===== config.mk =====
export PLATFORM = sky130hd
export DESIGN_NAME = ysyx_23060278_ifu
export DESIGN_NICKNAME = d
export VERILOG_FILES = /design/src/rtl/ysyx_23060278_pkg.sv /design/src/rtl/ysyx_23060278_ifu_timer.sv /design/src/rtl/ysyx_23060278_ifu.sv
export SDC_FILE = /design/constraint.sdc
export NUM_CORES = 1
export LEC_CHECK = 0
export BUFFER_PORTS_ARGS = -buffer_cell sky130_fd_sc_hd__buf_2
export CORE_MARGIN = 2
export CORE_UTILIZATION = 37
export DETAILED_ROUTE_END_ITERATION = 6
export GPL_ROUTABILITY_DRIVEN = 1
export GPL_TIMING_DRIVEN = 0
export PLACE_DENSITY = 0.68
export SYNTH_ARGS = -nofsm -noshare
export SYNTH_HDL_FRONTEND = slang
export SYNTH_SLANG_ARGS = --single-unit

===== constraint.sdc =====
create_clock -name clk -period 4.2 [get_ports clk]
set_input_delay 0.21 -clock clk [delete_from_list [all_inputs] [get_ports clk]]
set_output_delay 0.21 -clock clk [all_outputs]
set_load 0.01 [all_outputs]

===== src/rtl/ysyx_23060278_pkg.sv =====
// Shared IFU definitions: FSM state encoding, NOP instruction, fault cause codes and AXI response codes.
package ysyx_23060278_pkg;

    typedef enum logic [1:0] {
        IFU_IDLE = 2'd0,
        IFU_AR   = 2'd1,
        IFU_R    = 2'd2,
        IFU_OUT  = 2'd3
    } ifu_state_e;

    localparam logic [31:0] NOP = 32'h0000_0013;

    localparam logic [1:0] CAUSE_NONE     = 2'b00;
    localparam logic [1:0] CAUSE_BUS_ERR  = 2'b01;
    localparam logic [1:0] CAUSE_TIMEOUT  = 2'b10;
    localparam logic [1:0] CAUSE_MISALIGN = 2'b11;

    localparam logic [1:0] RESP_OKAY = 2'b00;

endpackage


===== src/rtl/ysyx_23060278_ifu_timer.sv =====
// Bus wait counter: clear has priority, counts while enabled, saturates at all-ones and
// flags expiry once TIMEOUT_CYC-1 cycles have elapsed in the current phase.
module ysyx_23060278_ifu_timer #(
    parameter int unsigned TIMEOUT_CYC = 16
) (
    input  logic clk,
    input  logic rst,
    input  logic i_clr,
    input  logic i_en,
    output logic o_expire
);

    localparam int unsigned      CNT_W = $clog2(TIMEOUT_CYC) + 1;
    localparam logic [CNT_W-1:0] LIMIT = CNT_W'(TIMEOUT_CYC - 1);

    logic [CNT_W-1:0] r_cnt;

    always_ff @(posedge clk or posedge rst) begin
        if (rst) begin
            r_cnt <= '0;
        end else if (i_clr) begin
            r_cnt <= '0;
        end else if (i_en && (r_cnt != '1)) begin
            r_cnt <= r_cnt + CNT_W'(1);
        end
    end

    assign o_expire = i_en && (r_cnt >= LIMIT);

endmodule


===== src/rtl/ysyx_23060278_ifu.sv =====
// Instruction fetch unit: one-in-flight AR/R read of a 32-bit word per accepted PC.
// Define YSYX_23060278_IFU_ALIGN_CHK_EN to fault misaligned PCs without a bus access.
module ysyx_23060278_ifu
    import ysyx_23060278_pkg::*;
#(
    parameter int unsigned ADDR_W      = 32,
    parameter int unsigned TIMEOUT_CYC = 16
) (
    input  logic              clk,
    input  logic              rst,
    input  logic [ADDR_W-1:0] pc_i,
    input  logic              pc_valid_i,
    output logic              pc_ready_o,
    output logic [ADDR_W-1:0] araddr_o,
    output logic              arvalid_o,
    input  logic              arready_i,
    input  logic [31:0]       rdata_i,
    input  logic [1:0]        rresp_i,
    input  logic              rvalid_i,
    output logic              rready_o,
    output logic [31:0]       inst_o,
    output logic [ADDR_W-1:0] inst_pc_o,
    output logic              inst_valid_o,
    input  logic              inst_ready_i,
    output logic              fault_o,
    output logic [1:0]        fault_cause_o
);

    ifu_state_e        r_state;
    logic [ADDR_W-1:0] r_pc;
    logic [31:0]       r_inst;
    logic              r_pc_ready;
    logic              r_arvalid;
    logic              r_rready;
    logic              r_inst_valid;
    logic              r_fault;
    logic [1:0]        r_cause;

    logic w_misaligned;
    logic w_tmr_clr;
    logic w_tmr_en;
    logic w_expire;

`ifdef YSYX_23060278_IFU_ALIGN_CHK_EN
    assign w_misaligned = (pc_i[1:0] != 2'b00);
`else
    assign w_misaligned = 1'b0;
`endif

    // Counter restarts on entry to each bus phase, so AR and R each get a full budget.
    assign w_tmr_clr = ((r_state == IFU_IDLE) && pc_valid_i && !w_misaligned) ||
                       ((r_state == IFU_AR) && arready_i);
    assign w_tmr_en  = (r_state == IFU_AR) || (r_state == IFU_R);

    ysyx_23060278_ifu_timer #(
        .TIMEOUT_CYC (TIMEOUT_CYC)
    ) u_timer (
        .clk      (clk),
        .rst      (rst),
        .i_clr    (w_tmr_clr),
        .i_en     (w_tmr_en),
        .o_expire (w_expire)
    );

    always_ff @(posedge clk or posedge rst) begin
        if (rst) begin
            r_state      <= IFU_IDLE;
            r_pc         <= '0;
            r_inst       <= '0;
            r_pc_ready   <= 1'b1;
            r_arvalid    <= 1'b0;
            r_rready     <= 1'b0;
            r_inst_valid <= 1'b0;
            r_fault      <= 1'b0;
            r_cause      <= CAUSE_NONE;
        end else begin
            case (r_state)
                IFU_IDLE: begin
                    if (pc_valid_i) begin
                        r_pc       <= pc_i;
                        r_pc_ready <= 1'b0;
                        if (w_misaligned) begin
                            r_state      <= IFU_OUT;
                            r_inst       <= NOP;
                            r_fault      <= 1'b1;
                            r_cause      <= CAUSE_MISALIGN;
                            r_inst_valid <= 1'b1;
                        end else begin
                            r_state   <= IFU_AR;
                            r_arvalid <= 1'b1;
                        end
                    end
                end
                IFU_AR: begin
                    // Handshake is checked first so it wins over a same-cycle expiry.
                    if (arready_i) begin
                        r_state   <= IFU_R;
                        r_arvalid <= 1'b0;
                        r_rready  <= 1'b1;
                    end else if (w_expire) begin
                        r_state      <= IFU_OUT;
                        r_arvalid    <= 1'b0;
                        r_inst       <= NOP;
                        r_fault      <= 1'b1;
                        r_cause      <= CAUSE_TIMEOUT;
                        r_inst_valid <= 1'b1;
                    end
                end
                IFU_R: begin
                    if (rvalid_i) begin
                        r_state      <= IFU_OUT;
                        r_rready     <= 1'b0;
                        r_inst_valid <= 1'b1;
                        if (rresp_i == RESP_OKAY) begin
                            r_inst  <= rdata_i;
                            r_fault <= 1'b0;
                            r_cause <= CAUSE_NONE;
                        end else begin
                            r_inst  <= NOP;
                            r_fault <= 1'b1;
                            r_cause <= CAUSE_BUS_ERR;
                        end
                    end else if (w_expire) begin
                        r_state      <= IFU_OUT;
                        r_rready     <= 1'b0;
                        r_inst       <= NOP;
                        r_fault      <= 1'b1;
                        r_cause      <= CAUSE_TIMEOUT;
                        r_inst_valid <= 1'b1;
                    end
                end
                IFU_OUT: begin
                    if (inst_ready_i) begin
                        r_state      <= IFU_IDLE;
                        r_inst_valid <= 1'b0;
                        r_fault      <= 1'b0;
                        r_cause      <= CAUSE_NONE;
                        r_pc_ready   <= 1'b1;
                    end
                end
                default: begin
                    r_state <= IFU_IDLE;
                end
            endcase
        end
    end

    assign pc_ready_o    = r_pc_ready;
    assign araddr_o      = r_pc;
    assign arvalid_o     = r_arvalid;
    assign rready_o      = r_rready;
    assign inst_o        = r_inst;
    assign inst_pc_o     = r_pc;
    assign inst_valid_o  = r_inst_valid;
    assign fault_o       = r_fault;
    assign fault_cause_o = r_cause;

endmodule


Word-level counts from Yosys, hierarchy flattened --
Index checks and enable logic that the tools add are counted.
Operators by class: $add $sub $neg 1, bitwise gates (word level) 1, reduce and logical (&&, ||, !) cells 19, order comparisons 1, equality and inequality tests 10, multiplexer cells 38
Operator list (number):
- $mux 32 | 4
- $pmux 32 s2 | 1
- $mux 1 | 16
- $mux 2 | 8
- $reduce_and 3->1 | 4
- $mux 5 | 2
- $ne 2x2->1 const B | 4
- $pmux 2 s4 | 1
- $reduce_bool 2->1 | 4
- $ne 3x2->1 const B | 2
- $pmux 1 s2 | 3
- $pmux 1 s3 | 2
- $pmux 2 s3 | 1
- $reduce_and 2->1 | 3
- $add 5x1->5 const B | 1
- $ge 5x4->1 const B | 1
- $ne 5x5->1 const B | 1
- $eq 2x2->1 const B | 2
- $logic_and 1x1->1 | 4
- $logic_not 2->1 | 2
- $eq 2x1->1 const B | 1
- $logic_or 1x1->1 | 2
- $not 1->1 | 1
Word-level totals: output and inout bits 103, register bits 78, input bits 72, word-level logic and storage cells 80

Depth between registers and ports, before layout --
depth in word-level cells 6, depth in mapped cells 8, mapped depth without buffers 7

Cells and area by module --
A second synthesis with hierarchy kept.
Second synthesis, totals: cells, all modules 271, area, all modules 3497.1 µm²
Modules (own cells, without submodules):
- ysyx_23060278_ifu | instances 1, cells an instance 243, area an instance 3194.3 µm², seq. area each 1828.0 µm²
- ysyx_23060278_ifu_timer | instances 1, cells an instance 28, area an instance 302.8 µm², seq. area each 125.1 µm²

Worst setup path before layout --
No wires, ideal clock.
kind flip-flop to flip-flop, from reg u_timer.r_cnt[0], to reg r_inst[10], in the netlist inst_o[10], slack 2.352 ns, arrival time 1.783 ns, stages on the path, launching flop included 9, period minus slack after synthesis 1.848 ns, library setup time 0.065 ns, cell sequence dfrtp_1 ha_1 and3_1 ha_1 nor3_2 a21o_1 buf_6 buf_6 a22o_1
Between the ends: word-level cells in the longest chain between the ends 5
Ends and longest elaborated chain:
- from (decl) | RTL line ysyx_23060278_ifu_timer.sv:16 | logic [CNT_W-1:0] r_cnt;
- from (signal assigned) | RTL line ysyx_23060278_ifu_timer.sv:24 | r_cnt <= r_cnt + CNT_W'(1);
- $ge 5x4->1 * | RTL line ysyx_23060278_ifu_timer.sv:28 | assign o_expire = i_en && (r_cnt >= LIMIT);
- $logic_and 1x1->1 * | RTL line ysyx_23060278_ifu_timer.sv:28
- $mux 32 *
- $mux 32 (on tied branches)
- $pmux 32 s2 *
- to (signal assigned) | RTL line ysyx_23060278_ifu.sv:115 | r_inst <= rdata_i;
- to (decl) | RTL line ysyx_23060278_ifu.sv:31 | logic [31:0] r_inst;
Every way passes the cells marked *; elsewhere a longest branch is shown, timed or not. The select of a mux whose other input is x is not followed. A chain may end at the register's enable or synchronous reset.

Worst setup path in the final report --
from reg u_timer.r_cnt[0], to reg r_inst[18], in the netlist inst_o[18]
Same word-level chain as after synthesis.

==> results.md <==
- Core ar.: 9110 um^2
- CP arrival: 2370 ps
- Post-CTS Resized: 0
- Clock-pin slew on the worst setup and hold paths: 90 ps
- Vias in the first global route: 2504
- Setup TNS: 0 ps
- Bufs on Longest Clock Path: 2
- Min-Delay Path Class: in -> reg
- Kind of critical path: reg -> reg
- Global-route wire length before repair: 12000 um
- Final Max Slew Viols: 0
- Total Routing Usage GR: 14.9%
- CP startpoint kind: flip-flop
- Wire length per cell: 13.5 um
- Final GP Congestion: 0.833
- Maximum VDD drop: 0.231 mV
- Rows: 35
- Avg Cell Area, Syn: 13.0 um^2
- Unrepaired setup endpoints after global routing: no
- CP max stage cell: dfrtp_1
- Synthesis-stage register bit count: 78
- Kind of cell adding the most delay to the critical path: simple AND/OR/NAND/NOR gates
- Die H: 100 um
- Achievable Freq: 0.475 GHz
- Synthesized cell area: 3420 um^2
- Synth unique cells: 42
- CTS tree: built
- Area of the multi-input gates: 1130 um^2
- CP Buf/Inv Count: 2
- P_leak: 0.00247 uW
- Register area share after synthesis: 57.1%
- Worst-Skew Late Latency: 340 ps
- Top_reg_cell synth: dfrtp_1
- Asr flop ratio synth: 100%
- Die Width: 100 um
- Simple-gate portion of the synthesized area: 4.90%
- Layout cells sized above 1: 58.9%
- Slew headroom: 69.6%
- PortBufs: 174
- Clk sink count: 78
- Root buffer cell: clkbuf_8
- Post-route clock skew: 15.4 ps
- Post-route DRC: 0
- Synth-to-layout area growth: 36.1%
- Antenna diode count: 0
- Largest net degree at the start of global routing: 45
- Largest family of logic cells by synthesized area: compound AO/OA/AOI/OAI gates
- IO Count: 175
- Critical path cell sequence: ha_1 -> and3_1 -> ha_1 -> nor3_2 -> a21o_1 -> buf_6 -> buf_6 -> a22o_1
- Fin. Hold Viols: 0
- Compound-Gate Fraction of Synth Area: 13.9%
- Fin nets: 529
- Worst Setup End Kind: flip-flop
- Multiplexer area fraction after synthesis: 10.8%
- Number of synthesized flops with an enable pin: 0
- Mapped Nets: 342
- XOR/XNOR share of the synthesized area: 0.768%
- Yosys warns: 0
- Grt ovf: 0
- CP max FO: 10
- Antenna-violating nets left: 0
- Critical Path RT: 4460 ps
- Cells after Synth: 263
- Num CTS Buffers: 9
- Slowest Stage Delay on Critical Path: 420 ps
- Setup Fix Bufs, Post-CTS: 0
- DP HPWL: 5760 um
- H-tree Lvls: 3
- Initial DRC count: 59
- Max Cap Viol: 0
- # fillers: 849
- Register Area: 1950 um^2
- Commonest non-fill, non-tap cell in the layout: buf_2
- PwrDens: 709 nW/um^2
- Fin crit share: 50.1%
- Final WL: 7630 um
- Final setup viols: 0
- Worst slew pin tran: 456 ps
- Vias per cell: 4.74
- Initial antenna violation count: 0
- Design Power: 3300 uW
- Vias: 2682
- TritonRoute pass-1 iters: 4
- Initial Utilization: 37.6%
- Hold_buf cts: 1
- Commonest cells after routing, fill and taps aside: 180 x buf_2, 77 x dfrtp_1, 32 x mux2_2, 32 x buf_4, 31 x a22o_1
- Synth Area in Adders: 2.56%
- Fin crit period: 2110 ps
- Status: finished clean
- Total die area: 10000 um^2
## layer usage
metal  track usage (%)  up-vias  routed length, um
li1                  -     1285                  -
met1              19.6     1291               3270
met5                 0        -                  0
met3              3.48       10                485
met4              5.37        0                107
met2              24.4       96               3770
## power breakdown
group | leakage (uW) | switching [uW] | internal [uW] | total (uW)
Clock | 0.0000866 | 261 | 275 | 536
Combinational | 0.00140 | 726 | 828 | 1550
Sequential | 0.000980 | 187 | 1030 | 1210
## state kept, by name, summed over array words and instances, names as in the netlist
register       cells
inst_valid_o       1
inst_o            32
fault_cause_o      2
pc_ready_o         1
fault_o            1
araddr_o          32
rready_o           1
r_state            2
arvalid_o          1
u_timer.r_cnt      5
## worst reg2reg max path: stages (launching register included)
cell and delay [ps]:
dfrtp_1 420, ha_1 220, and3_1 200, ha_1 240, nor3_2 310, a21o_1 210
buf_6 150, buf_6 150, a22o_1 130
## cells by family after synthesis
kind of cell | count (synthesis)
xor+xnor | 3
fa+ha+maj | 7
buf+inv | 51
mux | 33
flops | 78
compound gates | 61
simple gates | 30
## stage by stage
stage	hold WS [ps]	instances	setup slack, ps	util, %	area (um^2)
after floorplan	350	263	2000	-	3420
after global placement	433	548	1060	48.6	4430
after detailed placement	270	549	2130	49.0	4460
after CTS	60.8	566	2070	51.1	4660
after global routing	66.2	566	2000	51.1	4660
final	82.4	566	2090	51.1	4660
## final cells by class
class | count | share of cell area [%]
Multi-Input combinational cell | 134 | 24.2
Sequential cell | 78 | 42.0
Inverter | 9 | 0.779
Tap cell | 111 | 2.98
Clock buffer | 12 | 2.90
Clock inverter | 4 | 1.07
Timing Repair Buffer | 176 | 19.5
Buffer | 42 | 6.61
## synth_stat cells (2+ instances only)
master | number | share of area (%)
nand2_1 | 4 | 0.44
a21oi_1 | 9 | 1.3
buf_2 | 6 | 0.88
o21ai_0 | 4 | 0.59
inv_1 | 9 | 0.99
buf_4 | 32 | 7.0
xor2_1 | 2 | 0.51
nor2b_1 | 2 | 0.37
dfrtp_1 | 77 | 56
a22o_1 | 31 | 7.9
o22ai_1 | 2 | 0.37
mux2_2 | 32 | 11
nor2_1 | 10 | 1.1
buf_6 | 3 | 0.99
and3_1 | 2 | 0.37
nand2_2 | 2 | 0.37
nand2b_1 | 2 | 0.37
o211ai_1 | 2 | 0.44
o22a_1 | 3 | 0.77
ha_1 | 7 | 2.6
## path summary, 6_finish.rpt
check	start	end	slack, ps	depth (start not counted)
worst max-delay path	u_timer.r_cnt[0]$_DFFE_PP0P_	inst_o[18]$_DFFE_PP0P_	2090	8
worst min-delay path	rdata_i[11]	inst_o[11]$_DFFE_PP0P_	80	2
worst max register to register	u_timer.r_cnt[0]$_DFFE_PP0P_	inst_o[18]$_DFFE_PP0P_	2090	8
worst min register to register	inst_o[12]$_DFFE_PP0P_	inst_o[12]$_DFFE_PP0P_	490	1
max in group asynchronous	rst	pc_ready_o$_DFFE_PP1P_	3100	4
min in group asynchronous	rst	inst_o[16]$_DFFE_PP0P_	460	3
(Power assumes the default switching activity.)
